### src/rtl/seg7_display_capture_pkg.sv
// Shared definitions for the seven-segment display driver and its capture
// (reader) block: segment pattern type, hex glyph constants, digit count and
// a one-hot index helper.
package seg7_pkg;

    localparam int NUM_DIGITS = 8;

    // Segment pattern in gfedcba order, active-high (1 = segment lit).
    typedef logic [6:0] seg_t;
    typedef logic [3:0] nibble_t;

    localparam seg_t SEG_BLANK = 7'h00;
    localparam seg_t SEG_0     = 7'h3F;
    localparam seg_t SEG_1     = 7'h06;
    localparam seg_t SEG_2     = 7'h5B;
    localparam seg_t SEG_3     = 7'h4F;
    localparam seg_t SEG_4     = 7'h66;
    localparam seg_t SEG_5     = 7'h6D;
    localparam seg_t SEG_6     = 7'h7D;
    localparam seg_t SEG_7     = 7'h07;
    localparam seg_t SEG_8     = 7'h7F;
    localparam seg_t SEG_9     = 7'h6F;
    localparam seg_t SEG_A     = 7'h77;
    localparam seg_t SEG_B     = 7'h7C;
    localparam seg_t SEG_C     = 7'h39;
    localparam seg_t SEG_D     = 7'h5E;
    localparam seg_t SEG_E     = 7'h79;
    localparam seg_t SEG_F     = 7'h71;

    // Index of the set bit in a one-hot anode vector. Only meaningful when
    // exactly one bit is set; the caller qualifies with a popcount.
    function automatic logic [2:0] onehot_index(input logic [NUM_DIGITS-1:0] v);
        logic [2:0] idx;
        idx = 3'd0;
        for (int i = 0; i < NUM_DIGITS; i++) begin
            if (v[i]) idx = i[2:0];
        end
        return idx;
    endfunction

endpackage

### src/rtl/seg7_display_capture_if.sv
// Multiplexed seven-segment display bus. All lines are active-low as seen
// on the board: segX = 0 lights a segment, anN = 0 selects digit N.
// The display driver owns the bus (master); the capture block listens (slave).
interface seg7_display_capture_if;

    logic segA, segB, segC, segD, segE, segF, segG;
    logic an0, an1, an2, an3, an4, an5, an6, an7;

    modport master (
        output segA, segB, segC, segD, segE, segF, segG,
        output an0, an1, an2, an3, an4, an5, an6, an7
    );

    modport slave (
        input segA, segB, segC, segD, segE, segF, segG,
        input an0, an1, an2, an3, an4, an5, an6, an7
    );

endinterface

### src/rtl/seg7_display_capture_decode.sv
// Combinational decode of an active-high segment pattern back to a hex
// nibble. The all-off pattern is reported as blank; anything that is neither
// blank nor one of the 16 hex glyphs is reported as invalid.
module seg7_pattern_decode
    import seg7_pkg::*;
(
    input  seg_t    pat,
    output nibble_t nibble,
    output logic    is_blank,
    output logic    is_invalid
);

    // Glyph lookup; invalid patterns leave the nibble at zero.
    always_comb begin
        nibble     = 4'h0;
        is_blank   = 1'b0;
        is_invalid = 1'b0;
        case (pat)
            SEG_0:     nibble = 4'h0;
            SEG_1:     nibble = 4'h1;
            SEG_2:     nibble = 4'h2;
            SEG_3:     nibble = 4'h3;
            SEG_4:     nibble = 4'h4;
            SEG_5:     nibble = 4'h5;
            SEG_6:     nibble = 4'h6;
            SEG_7:     nibble = 4'h7;
            SEG_8:     nibble = 4'h8;
            SEG_9:     nibble = 4'h9;
            SEG_A:     nibble = 4'hA;
            SEG_B:     nibble = 4'hB;
            SEG_C:     nibble = 4'hC;
            SEG_D:     nibble = 4'hD;
            SEG_E:     nibble = 4'hE;
            SEG_F:     nibble = 4'hF;
            SEG_BLANK: is_blank = 1'b1;
            default:   is_invalid = 1'b1;
        endcase
    end

endmodule

### src/rtl/seg7_display_capture.sv
// Reader side of the 8-digit multiplexed seven-segment display. Samples the
// anode/segment bus, waits for each (anode, pattern) pair to hold for
// STABLE_CYCLES, decodes the glyph into a per-digit shadow and commits the
// whole 32-bit value once every digit has been seen.
//
// Optional build macro: SEG7_DIRECTION_DETECT_EN enables up/down count
// direction detection between consecutive committed frames. Without it,
// dir_down and dir_valid are tied low.
module seg7_display_capture #(
    parameter int STABLE_CYCLES = 4,
    parameter int NUM_DIGITS    = 8
) (
    input  logic                      clk,
    input  logic                      reset,
    seg7_display_capture_if.slave     disp,
    output logic [4*NUM_DIGITS-1:0]   value,
    output logic [NUM_DIGITS-1:0]     blank_mask,
    output logic                      frame_valid,
    output logic                      seg_error,
    output logic                      anode_error,
    output logic                      dir_down,
    output logic                      dir_valid
);

    import seg7_pkg::*;

    localparam logic [7:0] STABLE_W = 8'(STABLE_CYCLES);

    // Stage 1: registered, active-high copies of the bus
    seg_t                  pat_r;
    logic [NUM_DIGITS-1:0] sel_r;

    // Stage 2: previous-cycle copy, stability counter and capture flag
    seg_t                  pat_p;
    logic [NUM_DIGITS-1:0] sel_p;
    logic [7:0]            cnt;
    logic [7:0]            cnt_n;
    logic                  cap_flag;
    logic                  cap_flag_n;
    logic                  same;
    logic                  fire;
    logic                  fire_single;
    logic                  fire_multi;
    int unsigned           ones;

    // Decode and frame assembly
    logic [2:0]              cap_idx;
    nibble_t                 dec_nibble;
    logic                    dec_blank;
    logic                    dec_invalid;
    logic                    cap_ok;
    logic                    seg_err_n;
    logic                    commit;
    logic [NUM_DIGITS-1:0]   seen;
    logic [NUM_DIGITS-1:0]   seen_set;
    logic [4*NUM_DIGITS-1:0] shadow_val;
    logic [NUM_DIGITS-1:0]   shadow_blank;

    // Register the bus and flip it to active-high.
    always_ff @(posedge clk) begin
        if (reset) begin
            pat_r <= '0;
            sel_r <= '0;
        end else begin
            pat_r <= ~{disp.segG, disp.segF, disp.segE, disp.segD,
                       disp.segC, disp.segB, disp.segA};
            sel_r <= ~{disp.an7, disp.an6, disp.an5, disp.an4,
                       disp.an3, disp.an2, disp.an1, disp.an0};
        end
    end

    // Stability count and one-shot fire per dwell; a blanking gap (no anode)
    // clears the count so the next digit always starts fresh.
    always_comb begin
        ones       = $countones(sel_r);
        same       = (sel_r == sel_p) && (pat_r == pat_p);
        cnt_n      = 8'd0;
        fire       = 1'b0;
        cap_flag_n = 1'b0;
        if (ones != 0) begin
            if (same && (cnt != 8'd0)) begin
                cnt_n = (cnt >= STABLE_W) ? STABLE_W : cnt + 8'd1;
            end else begin
                cnt_n = 8'd1;
            end
            fire       = (cnt_n == STABLE_W) && !(cap_flag && same);
            cap_flag_n = fire || (cap_flag && same);
        end
        fire_single = fire && (ones == 1);
        fire_multi  = fire && (ones > 1);
    end

    // Stability tracking registers.
    always_ff @(posedge clk) begin
        if (reset) begin
            pat_p    <= '0;
            sel_p    <= '0;
            cnt      <= 8'd0;
            cap_flag <= 1'b0;
        end else begin
            pat_p    <= pat_r;
            sel_p    <= sel_r;
            cnt      <= cnt_n;
            cap_flag <= cap_flag_n;
        end
    end

    seg7_pattern_decode u_decode (
        .pat        (pat_r),
        .nibble     (dec_nibble),
        .is_blank   (dec_blank),
        .is_invalid (dec_invalid)
    );

    // Capture qualification and the seen bit for the captured digit.
    always_comb begin
        cap_idx   = onehot_index(sel_r);
        cap_ok    = fire_single && !dec_invalid;
        seg_err_n = fire_single && dec_invalid;
        commit    = (seen == '1);
        seen_set  = '0;
        if (cap_ok) seen_set[cap_idx] = 1'b1;
    end

    // Shadow write, seen tracking, commit and error pulses. On a commit the
    // seen mask is cleared before the concurrent capture's bit is applied, so
    // that digit counts toward the next frame while value takes the
    // pre-capture shadow.
    always_ff @(posedge clk) begin
        if (reset) begin
            seen         <= '0;
            shadow_val   <= '0;
            shadow_blank <= '0;
            value        <= '0;
            blank_mask   <= '0;
            frame_valid  <= 1'b0;
            seg_error    <= 1'b0;
            anode_error  <= 1'b0;
        end else begin
            seen        <= (commit ? '0 : seen) | seen_set;
            frame_valid <= commit;
            seg_error   <= seg_err_n;
            anode_error <= fire_multi;
            if (cap_ok) begin
                shadow_val[{cap_idx, 2'b00} +: 4] <= dec_nibble;
                shadow_blank[cap_idx]             <= dec_blank;
            end
            if (commit) begin
                value      <= shadow_val;
                blank_mask <= shadow_blank;
            end
        end
    end

`ifdef SEG7_DIRECTION_DETECT_EN
    logic [4*NUM_DIGITS-1:0] prev_val;
    logic                    have_prev;

    // Compare each fully lit frame against the previous fully lit one; frames
    // with blank digits neither compare nor replace the reference.
    always_ff @(posedge clk) begin
        if (reset) begin
            prev_val  <= '0;
            have_prev <= 1'b0;
            dir_down  <= 1'b0;
            dir_valid <= 1'b0;
        end else begin
            dir_valid <= 1'b0;
            if (commit && (shadow_blank == '0)) begin
                if (have_prev) begin
                    if (shadow_val == prev_val + 1'b1) begin
                        dir_valid <= 1'b1;
                        dir_down  <= 1'b0;
                    end else if (shadow_val == prev_val - 1'b1) begin
                        dir_valid <= 1'b1;
                        dir_down  <= 1'b1;
                    end
                end
                prev_val  <= shadow_val;
                have_prev <= 1'b1;
            end
        end
    end
`else
    assign dir_down  = 1'b0;
    assign dir_valid = 1'b0;
`endif

endmodule

### src/flat_wrapper.sv
// flat-port wrapper written by rule: the top's interface ports become plain ports
module seg7_display_capture_flat import seg7_pkg::*;
#(
    parameter int STABLE_CYCLES = 4,
    parameter int NUM_DIGITS    = 8
)
  (clk, reset, value, blank_mask, frame_valid, seg_error, anode_error, dir_down, dir_valid, disp_segA, disp_segB, disp_segC, disp_segD, disp_segE, disp_segF, disp_segG, disp_an0, disp_an1, disp_an2, disp_an3, disp_an4, disp_an5, disp_an6, disp_an7);
  seg7_display_capture_if disp_i ();
  input  logic clk;
  input  logic reset;
  output logic [4*NUM_DIGITS-1:0] value;
  output logic [NUM_DIGITS-1:0] blank_mask;
  output logic frame_valid;
  output logic seg_error;
  output logic anode_error;
  output logic dir_down;
  output logic dir_valid;
  input wire logic [$bits(disp_i.segA)-1:0] disp_segA;
  input wire logic [$bits(disp_i.segB)-1:0] disp_segB;
  input wire logic [$bits(disp_i.segC)-1:0] disp_segC;
  input wire logic [$bits(disp_i.segD)-1:0] disp_segD;
  input wire logic [$bits(disp_i.segE)-1:0] disp_segE;
  input wire logic [$bits(disp_i.segF)-1:0] disp_segF;
  input wire logic [$bits(disp_i.segG)-1:0] disp_segG;
  input wire logic [$bits(disp_i.an0)-1:0] disp_an0;
  input wire logic [$bits(disp_i.an1)-1:0] disp_an1;
  input wire logic [$bits(disp_i.an2)-1:0] disp_an2;
  input wire logic [$bits(disp_i.an3)-1:0] disp_an3;
  input wire logic [$bits(disp_i.an4)-1:0] disp_an4;
  input wire logic [$bits(disp_i.an5)-1:0] disp_an5;
  input wire logic [$bits(disp_i.an6)-1:0] disp_an6;
  input wire logic [$bits(disp_i.an7)-1:0] disp_an7;
  assign disp_i.segA = disp_segA;
  assign disp_i.segB = disp_segB;
  assign disp_i.segC = disp_segC;
  assign disp_i.segD = disp_segD;
  assign disp_i.segE = disp_segE;
  assign disp_i.segF = disp_segF;
  assign disp_i.segG = disp_segG;
  assign disp_i.an0 = disp_an0;
  assign disp_i.an1 = disp_an1;
  assign disp_i.an2 = disp_an2;
  assign disp_i.an3 = disp_an3;
  assign disp_i.an4 = disp_an4;
  assign disp_i.an5 = disp_an5;
  assign disp_i.an6 = disp_an6;
  assign disp_i.an7 = disp_an7;
  seg7_display_capture #(.STABLE_CYCLES(STABLE_CYCLES), .NUM_DIGITS(NUM_DIGITS)) u_core (.clk(clk), .reset(reset), .disp(disp_i), .value(value), .blank_mask(blank_mask), .frame_valid(frame_valid), .seg_error(seg_error), .anode_error(anode_error), .dir_down(dir_down), .dir_valid(dir_valid));
endmodule
### config.mk
export PLATFORM = sky130hd
export DESIGN_NAME = seg7_display_capture_flat
export DESIGN_NICKNAME = d
export VERILOG_FILES = /design/src/rtl/seg7_display_capture_pkg.sv /design/src/rtl/seg7_display_capture_if.sv /design/src/rtl/seg7_display_capture_decode.sv /design/src/rtl/seg7_display_capture.sv /design/src/flat_wrapper.sv
export SDC_FILE = /design/constraint.sdc
export NUM_CORES = 1
export LEC_CHECK = 0
export ABC_AREA = 1
export BUFFER_PORTS_ARGS = -buffer_cell sky130_fd_sc_hd__buf_2
export CORE_MARGIN = 2
export CORE_UTILIZATION = 50
export DETAILED_ROUTE_END_ITERATION = 12
export PLACE_DENSITY = 0.69
export SLEW_MARGIN = 20
export SYNTH_ARGS = -nofsm -noshare
export SYNTH_HDL_FRONTEND = slang
export SYNTH_SLANG_ARGS = --single-unit
### constraint.sdc
create_clock -name clk -period 4.4 [get_ports clk]
set_input_delay 0.22 -clock clk [delete_from_list [all_inputs] [get_ports clk]]
set_output_delay 0.22 -clock clk [all_outputs]
set_load 0.02 [all_outputs]
==> impl_metrics.toml, run 1 <==
[drt]
first_pass_iters = 5
drtAntennaViolNets = 0
routedWlPerCell_um = 12.33
detail_route.vias_per_cell = 4.909
dr_total_vias = 4840
drc = 0
wirelength_um = 12160
drt-initial-drc-count = 301

[layout]
drive_gt1_share_pct = 14.66
fin_util_pct = 62.16
fin_nets = 870
fillers = 955
layout.cells.non_filler = 986
antenna_cells = 0
syn_to_final_growth_pct = 20.76

[clock_tree]
cts-root-buf = "clkbuf_16"
cts_max_level = 4
clk_latency_ns = 0.42
clk_pin_slew_ns = 0.06
cts.path.max_buffers = 2
cts_tree = "yes"
cts_buffers = 17
cts.sinks = 130

[critical_path]
path_class = "reg -> reg"
critPathSlowestCell = "fa_1"
cp_slowest_stage_delay_ns = 0.49
critical_path.endpoint_type = "flop"
critical_path.max_fanout = 17
timing.rr.start = "u_core.sel_r[7]"
reg2reg_depth = 18
arrival_ns = 4.37
cpLargestDelayFamily = "adder cells"
crit_path_cell_trace = "inv_2 -> ha_1 -> inv_1 -> fa_1 -> fa_1 -> inv_1 -> ha_1 -> inv_1 -> fa_1 -> nand2_1 -> nor3b_2 -> nand4_4 -> nor2_4 -> buf_4 -> nand3_2 -> nand2_1 -> nand2_1 -> nor2_1"
r2r_end = "u_core.shadow_blank[2]"
crit_required_ns = 4.76
cp_num_buf_inv = 5
timing.reg2reg.setup_slack_ns = 0.39
start_kind = "flop"

[synth]
synth.avg_cell_area_um2 = 7.397
synth.largest_area_cell = "dfxtp_1"
ys_ff_latch = 130
synth_cell_types = 32
ys_seq_area_share_pct = 46.23
yosys.area_share.simple_pct = 29.87
synth_top_family_by_area = "simple AND/OR/NAND/NOR gates"
synth_compound_area_share_pct = 8.958
synthAdderAreaFrac_pct = 4.979
synthCells = 761
syn_area_mm2 = 0.005629
synthTopCellsByArea = "dfxtp_1 (46%), nand2_1 (11%), nor2_1 (9.7%)"
muxShareOfSynthArea_pct = 0
yosys_warnings = 0
synth_top_area_share_pct = 46.23
synth_xor_area_share_pct = 0.1556

[sta]
tns_ns = 0
clock-skew-final_ns = 0.008815
fin_crit_ns = 4.015
rsz0062_at_grt = "false"
worst_slew_pin_slew_ns = 0.8489
finalHoldViolCount = 0
period_share_pct = 91.24
hold_ws_ns = 0.3533
fmax_mhz = 249.1
setup_viol = 0
slew_headroom_pct = 43.05
slew_violations = 0

[floorplanning]
die-area_mm2 = 0.01212
start_util_pct = 51.48
rows = 38
fp.dieH_um = 110.1
fp.dieW_um = 110.1
core_area_mm2 = 0.01094
ioPinCount = 62

[global_routing]
antenna_found_initial = 0
grt_pass1_wl_um = 20340
overflow = 0
grt_pass1_vias = 4580
track_usage_pct = 21.55
grt_max_degree = 57

[pwr]
p_per_area_mw_per_mm2 = 434.3
peakVddDrop_v = 0.0002425
p_total_w = 0.002952
leakage_nw = 3.356

[placed_design]
placed_cells = 939
portBuffers = 59
dpl.hpwl_um = 8408
finalWeightedCongestion = 0.8903

[worst_hold_path]
holdCritPathClass = "in -> reg"
min_delay_path_depth = 2
hp-start = "reset"
holdPathEnd = "u_core.sel_r[2]"

[job]
cap_violations = 0

[run_status]
status = "completed"
-- synthesized netlist by cell type (all sizes together) --
| master | n |
|---|---|
| conb | 1 |
| buf | 9 |
| a21oi | 55 |
| nor3b | 1 |
| nor4 | 7 |
| nand2 | 164 |
| dfxtp | 130 |
| ha | 16 |
| nand3 | 31 |
| o21ai | 45 |
| nor3 | 13 |
| xnor2 | 1 |
| inv | 101 |
| fa | 4 |
| clkinv | 2 |
| nand4 | 10 |
| clkbuf | 21 |
| nor2 | 150 |
-- routing by layer --
| layer | GRT usage (%) | up-vias | routed length, µm |
|---|---|---|---|
| met2 | 34.84 | 124 | 5533 |
| met4 | 10.18 | 0 | 326 |
| met3 | 5.467 | 31 | 550 |
| li1 | - | 2512 | - |
| met5 | 0 | - | 0 |
| met1 | 26.93 | 2173 | 5746 |
-- report_power, final --
group | leakage (nW) | total, W | switching (W) | internal, W
Combinational | 1.98 | 0.000192 | 0.000129 | 0.0000630
Clock | 0.319 | 0.00155 | 0.000514 | 0.00103
Sequential | 1.06 | 0.00121 | 0.0000164 | 0.00120
-- timing repair --
item	in CTS	in global routing
hold buffers	15	0
setup endpoints to repair	0	21
gates resized for setup	0	1
endpoints found under the hold margin	15	0
buffers inserted	0	0
-- cell usage in the layout (no fill, tap or decap), drive strengths merged --
cell type and n:
clkinvlp 2, conb 7, buf 62, nor3b 1
fa 4, nor3 13, bufinv 5, nand4 10
dlygate4sd3 15, nand2 164, o21ai 45, inv 102
ha 16, clkinv 7, clkbuf 19, a21oi 55
nand3 31, nor4 7, xnor2 1, dfxtp 130
nor2 150
-- cells by family after synthesis --
family          after synthesis
simple gates                376
flops                       130
compound gates              100
buf+inv                     133
other cells                   1
xor+xnor                      1
fa+ha+maj                    20
-- worst max path at each step --
| stage | slack, ns | start | end | cells past startpoint |
|---|---|---|---|---|
| 6_report | 0.39 | u_core.sel_r[7] | u_core.shadow_blank[2] | 18 |
| 2_1_floorplan | 0.77 | u_core.sel_r[7] | u_core.shadow_val[16] | 17 |
| 3_3_place_gp | 0.39 | u_core.sel_r[7] | u_core.shadow_val[12] | 18 |
| 4_1_cts | 0.23 | u_core.sel_r[6] | u_core.shadow_val[15] | 18 |
| 5_1_grt | 0.06 | u_core.sel_r[7] | u_core.shadow_val[15] | 18 |
| 3_5_place_dp | 0.23 | u_core.sel_r[6] | u_core.shadow_val[15] | 18 |
-- area by class of cell --
type,count,area [µm²],area share [%]
clock buffers,19,452.9,6.663
clock inverters,13,206.4,3.037
inverters,103,386.6,5.687
multi-input cells,504,2506,36.87
flip-flops and latches,130,2603,38.28
well taps,140,175.2,2.577
repair buffers,77,467.9,6.884
-- sequential cells by signal, summed over array words and instances, names as in the netlist --
signal / cells
u_core.shadow_val: 32
u_core.pat_r: 7
u_core.cap_flag: 1
u_core.sel_p: 8
u_core.sel_r: 8
u_core.cnt: 8
u_core.frame_valid: 1
u_core.shadow_blank: 8
u_core.seen: 8
u_core.anode_error: 1
u_core.value: 32
u_core.seg_error: 1
u_core.pat_p: 7
u_core.blank_mask: 8
-- stage by stage --
step	setup slack (ns)	cell area [µm²]
CTS	0.2285	6793
finish	0.3852	6798
global route	0.06488	6798
global placement	0.3950	5983
detailed placement	0.2337	5983
floorplan	0.7709	5652
No activity file was read; power rests on OpenSTA's default activity.
==> run 2, diff against run 1 <==
Settings changed: ABC_AREA 1 to default.
==> run 2 against run 1 <==
Effect of this change: flip-flop and latch count did not move; total power fell by 3.3%; die area rose by 0.94%; cell count fell by 14%; core utilization fell by 0.50 points; register-to-register slack improved by 0.14 ns; area after synthesis rose by 0.98%; sequential power barely moved; wire length fell by 4.4%; critical path type unchanged; critical endpoint is now u_core.shadow_val[0]; largest power group unchanged.
==> impl_metrics.toml, run 2 <==
[run_status]
status = "completed"

[synth]
ys_ff_latch = 130
synth_top_area_share_pct = 45.78
ys_seq_area_share_pct = 45.78
synthTopCellsByArea = "dfxtp_1 (46%), nand2_1 (7.6%), mux2i_1 (6.3%)"
synth-main-ff-cell = "dfxtp_1"
synth.largest_area_cell = "dfxtp_1"
async_reset_ff_share_pct = 0
synth.most_common_cell = "dfxtp_1"
synth_edf_count = 0
synth_common_cells = "dfxtp_1 (130), nand2_1 (115), a21oi_1 (56)"
synth.avg_cell_area_um2 = 9.008
syn_area_mm2 = 0.005684
synth_cell_types = 57
synthCells = 631
yosys_warnings = 0

[critical_path]
start_kind = "flop"
cp_num_buf_inv = 4
r2r_end = "u_core.shadow_val[0]"
critical_path.endpoint_type = "flop"
crit_path_cell_trace = "inv_1 -> ha_1 -> inv_1 -> fa_1 -> fa_1 -> inv_1 -> ha_1 -> inv_1 -> fa_1 -> nand4b_1 -> nor2_1 -> nand4_1 -> nor3_1 -> nand3_1 -> a21oi_1"
timing.reg2reg.setup_slack_ns = 0.52
path_class = "reg -> reg"
timing.rr.start = "u_core.sel_r[5]"
critical_path.max_fanout = 7
cpMostUsedCell = "inv_1"
arrival_ns = 4.21
critPathSlowestCell = "fa_1"
cp_slowest_stage_delay_ns = 0.51
crit_required_ns = 4.73
reg2reg_depth = 15
cpLargestDelayFamily = "adder cells"

[clock_tree]
clk_pin_slew_ns = 0.05
cts.path.max_buffers = 2
cts_hold_buf = 15
cts_max_level = 4
cts_tree = "yes"
cts_buffers = 17
cts_resized = 0
cts-root-buf = "clkbuf_16"
postCtsSetupRepairBufs = 0
clk_latency_ns = 0.42
cts.sinks = 130

[sta]
fin_crit_ns = 3.880
worst_slew_pin_slew_ns = 0.8969
clock-skew-final_ns = 0.009974
rsz0062_at_grt = "false"
tns_ns = 0
fmax_mhz = 257.8
period_share_pct = 88.18
finalHoldViolCount = 0
slew_headroom_pct = 40.20
setup_viol = 0
slew_violations = 0

[layout]
fin_nets = 730
layout.cells.non_filler = 846
antenna_cells = 0
seq_area_mm2 = 0.002603
multiInputGateArea_mm2 = 0.002818
layout_common_cells = "dfxtp_1 (130), nand2_1 (115), buf_2 (58), a21oi_1 (56), nor2_1 (45)"
fillers = 923
largest_registers = "u_core.shadow_val x32, u_core.value x32"
syn_to_final_growth_pct = 19.15
final_common_cell = "dfxtp_1"
drive_gt1_share_pct = 16.86

[global_routing]
grt_pass1_vias = 4353
antenna_found_initial = 0
overflow = 0
track_usage_pct = 20.09
grt_pass1_wl_um = 20270
grt_max_degree = 128

[worst_hold_path]
min_delay_path_depth = 2
hp-start = "reset"
holdPathEnd = "u_core.sel_r[0]"
holdCritPathClass = "in -> reg"

[floorplanning]
die-area_mm2 = 0.01224
fp.dieW_um = 110.6
core_area_mm2 = 0.01098
rows = 38
ioPinCount = 62
start_util_pct = 51.75
fp.dieH_um = 110.6

[pwr]
leakage_nw = 2.905
peakVddDrop_v = 0.0004202
p_per_area_mw_per_mm2 = 421.5

[drt]
dr_total_vias = 4352
first_pass_iters = 4
drc = 0
drt-initial-drc-count = 243
detail_route.vias_per_cell = 5.144
wirelength_um = 11630
routedWlPerCell_um = 13.74
drtAntennaViolNets = 0

[placed_design]
placed_cells = 799
dpl.hpwl_um = 7918
portBuffers = 59
finalWeightedCongestion = 0.8703

[job]
cap_violations = 0
-- run 2: power by group --
part           internal [W]  leakage, nW  switching, W
Clock              0.000917        0.287      0.000513
Sequential          0.00120         1.06     0.0000212
Combinational     0.0000842         1.56      0.000124
Total               0.00220         2.90      0.000658
-- run 2: kinds of logic after synthesis --
kind of cell    after synthesis  synth area share (%)
compound gates               80                 7.616
xor+xnor                     16                 2.598
fa+ha+maj                    20                 4.931
buf+inv                      64                 5.084
flops                       130                 45.78
mux                          36                 6.340
other cells                   1               0.06597
simple gates                284                 27.58
-- run 2: area by class of cell --
class / instances / area share [%]
timing repair buffer: 77 / 7.002
clock inverter: 13 / 2.365
multi-input combinational: 443 / 41.60
sequential: 130 / 38.43
clock buffer: 19 / 6.688
tap: 140 / 2.586
inverter: 24 / 1.330
-- run 2: worst max-delay path by stage --
| stage | startpoint | to | slack (ns) | cells after the start |
|---|---|---|---|---|
| after floorplan | u_core.sel_r[6] | u_core.shadow_blank[4] | 0.82 | 14 |
| after detailed placement | u_core.sel_r[5] | u_core.shadow_val[18] | 0.52 | 14 |
| after global routing | u_core.sel_r[5] | u_core.shadow_val[1] | 0.16 | 15 |
| after global placement | u_core.sel_r[6] | u_core.shadow_val[18] | 0.68 | 14 |
| after CTS | u_core.sel_r[5] | u_core.shadow_val[3] | 0.52 | 15 |
| final | u_core.sel_r[5] | u_core.shadow_val[0] | 0.52 | 15 |
-- run 2: per-stage QoR --
| stage | hold slack (ns) | utilization, % | setup WS (ns) | area, µm² | total power, W |
|---|---|---|---|---|---|
| floorplan | 0.2867 | - | 0.8229 | 5707 | 0.001399 |
| global placement | 0.3704 | 54.68 | 0.6818 | 6006 | 0.001431 |
| detailed placement | 0.3789 | 54.68 | 0.5216 | 6006 | 0.001439 |
| CTS | 0.4531 | 61.63 | 0.5249 | 6769 | 0.002878 |
| global route | 0.3595 | 61.67 | 0.1601 | 6773 | 0.002960 |
| finish | 0.2816 | 61.67 | 0.5203 | 6773 | 0.002855 |
-- run 2: layer usage --
layer	GRT usage (%)	up-vias	routed length (µm)
met4	8.167	0	213
met1	25.54	2025	5549
li1	-	2218	-
met2	32.92	91	5479
met5	0	-	0
met3	4.720	18	383
==> run 3, diff against run 2 <==
==> constraint.sdc (replaced) <==
create_clock -name clk -period 4.4 [get_ports clk]
set_input_delay 0.44 -clock clk [delete_from_list [all_inputs] [get_ports clk]]
set_output_delay 0.44 -clock clk [all_outputs]
set_load 0.02 [all_outputs]
==> run 3 against run 2 <==
Effect of this change: sequential power is essentially flat; combinational power down 5%; total power down 0.46%; die area unchanged; sequential share of layout area rose by 0.87 points; count of clock-buffer cells in the layout stayed put; non-clock buffer count fell by 15; hold slack got worse by 0.11 ns; first-iteration DRC count up 0.41%; via count down 1.2%; critical endpoint unchanged.
==> impl_metrics.toml, run 3 (same netlist as run 2, synthesis figures left out) <==
[sta]
finalHoldViolCount = 0
fmax_mhz = 258.0
fin_crit_ns = 3.877
period_share_pct = 88.10
rsz0062_at_grt = "false"
slew_violations = 0
clock-skew-final_ns = 0.01107
setup_viol = 0
hold_ws_ns = 0.1705
tns_ns = 0
slew_headroom_pct = 40.39
worst_slew_pin_slew_ns = 0.8942

[clock_tree]
cts_max_level = 4
cts_hold_buf = 0
cts_buffers = 17
cts_resized = 0
cts.sinks = 130
postCtsSetupRepairBufs = 0
clk_pin_slew_ns = 0.05
clk_latency_ns = 0.42
cts-root-buf = "clkbuf_16"
cts.path.max_buffers = 2
cts_tree = "yes"

[pwr]
leakage_nw = 2.842
p_per_area_mw_per_mm2 = 429.1
peakVddDrop_v = 0.0004197

[placed_design]
placed_cells = 799
dpl.hpwl_um = 7918
placed_cell_area_mm2 = 0.006006
portBuffers = 59
finalWeightedCongestion = 0.8703

[drt]
detail_route.vias_per_cell = 5.172
drc = 0
wirelength_um = 11400
routedWlPerCell_um = 13.71
drt-initial-drc-count = 244
drtAntennaViolNets = 0
first_pass_iters = 4
dr_total_vias = 4298

[layout]
antenna_cells = 0
drive_gt1_share_pct = 17.22
final_common_cell = "dfxtp_1"
design_area_mm2 = 0.006623
layout.cells.non_filler = 831
largest_registers = "u_core.shadow_val x32, u_core.value x32"
layout_common_cells = "dfxtp_1 (130), nand2_1 (115), buf_2 (58), a21oi_1 (56), nor2_1 (45)"
fin_nets = 715
syn_to_final_growth_pct = 16.51
fillers = 950

[global_routing]
track_usage_pct = 19.81
grt_pass1_wl_um = 20030
grt_pass1_vias = 4277
overflow = 0
antenna_found_initial = 0
grt_max_degree = 128

[floorplanning]
start_util_pct = 51.75
die-area_mm2 = 0.01224
fp.dieH_um = 110.6
core_area_mm2 = 0.01098
fp.dieW_um = 110.6
ioPinCount = 62
rows = 38

[critical_path]
critical_path.max_fanout = 7
reg2reg_depth = 15
crit_required_ns = 4.73
path_class = "reg -> reg"
start_kind = "flop"
critical_path.endpoint_type = "flop"
arrival_ns = 4.21

[job]
cap_violations = 0

[worst_hold_path]
min_delay_path_depth = 2
holdCritPathClass = "in -> reg"

[run_status]
status = "completed"
[run 3: path summary, 6_finish.rpt]
check                        start                   end  slack [ns]
max                u_core.sel_r[5]  u_core.shadow_val[0]        0.52
min                      disp_segD       u_core.pat_r[3]        0.17
min reg2reg  u_core.shadow_val[13]      u_core.value[13]        0.45
max reg2reg        u_core.sel_r[5]  u_core.shadow_val[0]        0.52
[run 3: worst max-delay path, stage by stage, from the launching register on]
cell	delay (ns)
dfxtp_1	0.46
inv_1	0.10
ha_1	0.29
inv_1	0.05
fa_1	0.41
fa_1	0.45
inv_1	0.08
ha_1	0.14
inv_1	0.05
fa_1	0.50
nand4b_1	0.27
nor2_1	0.18
nand4_1	0.10
nor3_1	0.40
nand3_1	0.14
a21oi_1	0.17
[run 3: through the flow]
step	power, W	utilization [%]	setup slack [ns]
after floorplan	0.001399	-	0.8229
after global placement	0.001431	54.68	0.6818
after detailed placement	0.001439	54.68	0.5216
after CTS	0.002868	60.26	0.5249
after global routing	0.002948	60.30	0.1601
final	0.002842	60.30	0.5234
[run 3: where the power goes]
group | leakage, nW | internal (W) | total, W | switching, W
combinational | 1.50 | 0.0000755 | 0.000197 | 0.000122
sequential | 1.06 | 0.00120 | 0.00122 | 0.0000212
clock | 0.287 | 0.000917 | 0.00143 | 0.000510
total | 2.84 | 0.00219 | 0.00284 | 0.000653
[run 3: layer usage]
metal	part of all wire, %	track usage (%)	vias to the layer above
met5	0	0	-
met4	2.0	8.250	0
met3	3.2	4.665	19
met2	47	31.94	91
met1	48	25.53	1997
li1	-	-	2191
[run 3: final cells by class]
cell class                      instances  area, µm²  area share [%]
Clock buffer                           19      452.9           6.839
Clock inverter                         13      160.2           2.418
Inverter                               24      90.09           1.360
Multi-Input combinational cell        443       2818           42.55
Sequential cell                       130       2603           39.30
Tap cell                              140      175.2           2.645
Timing Repair Buffer                   62      324.1           4.893
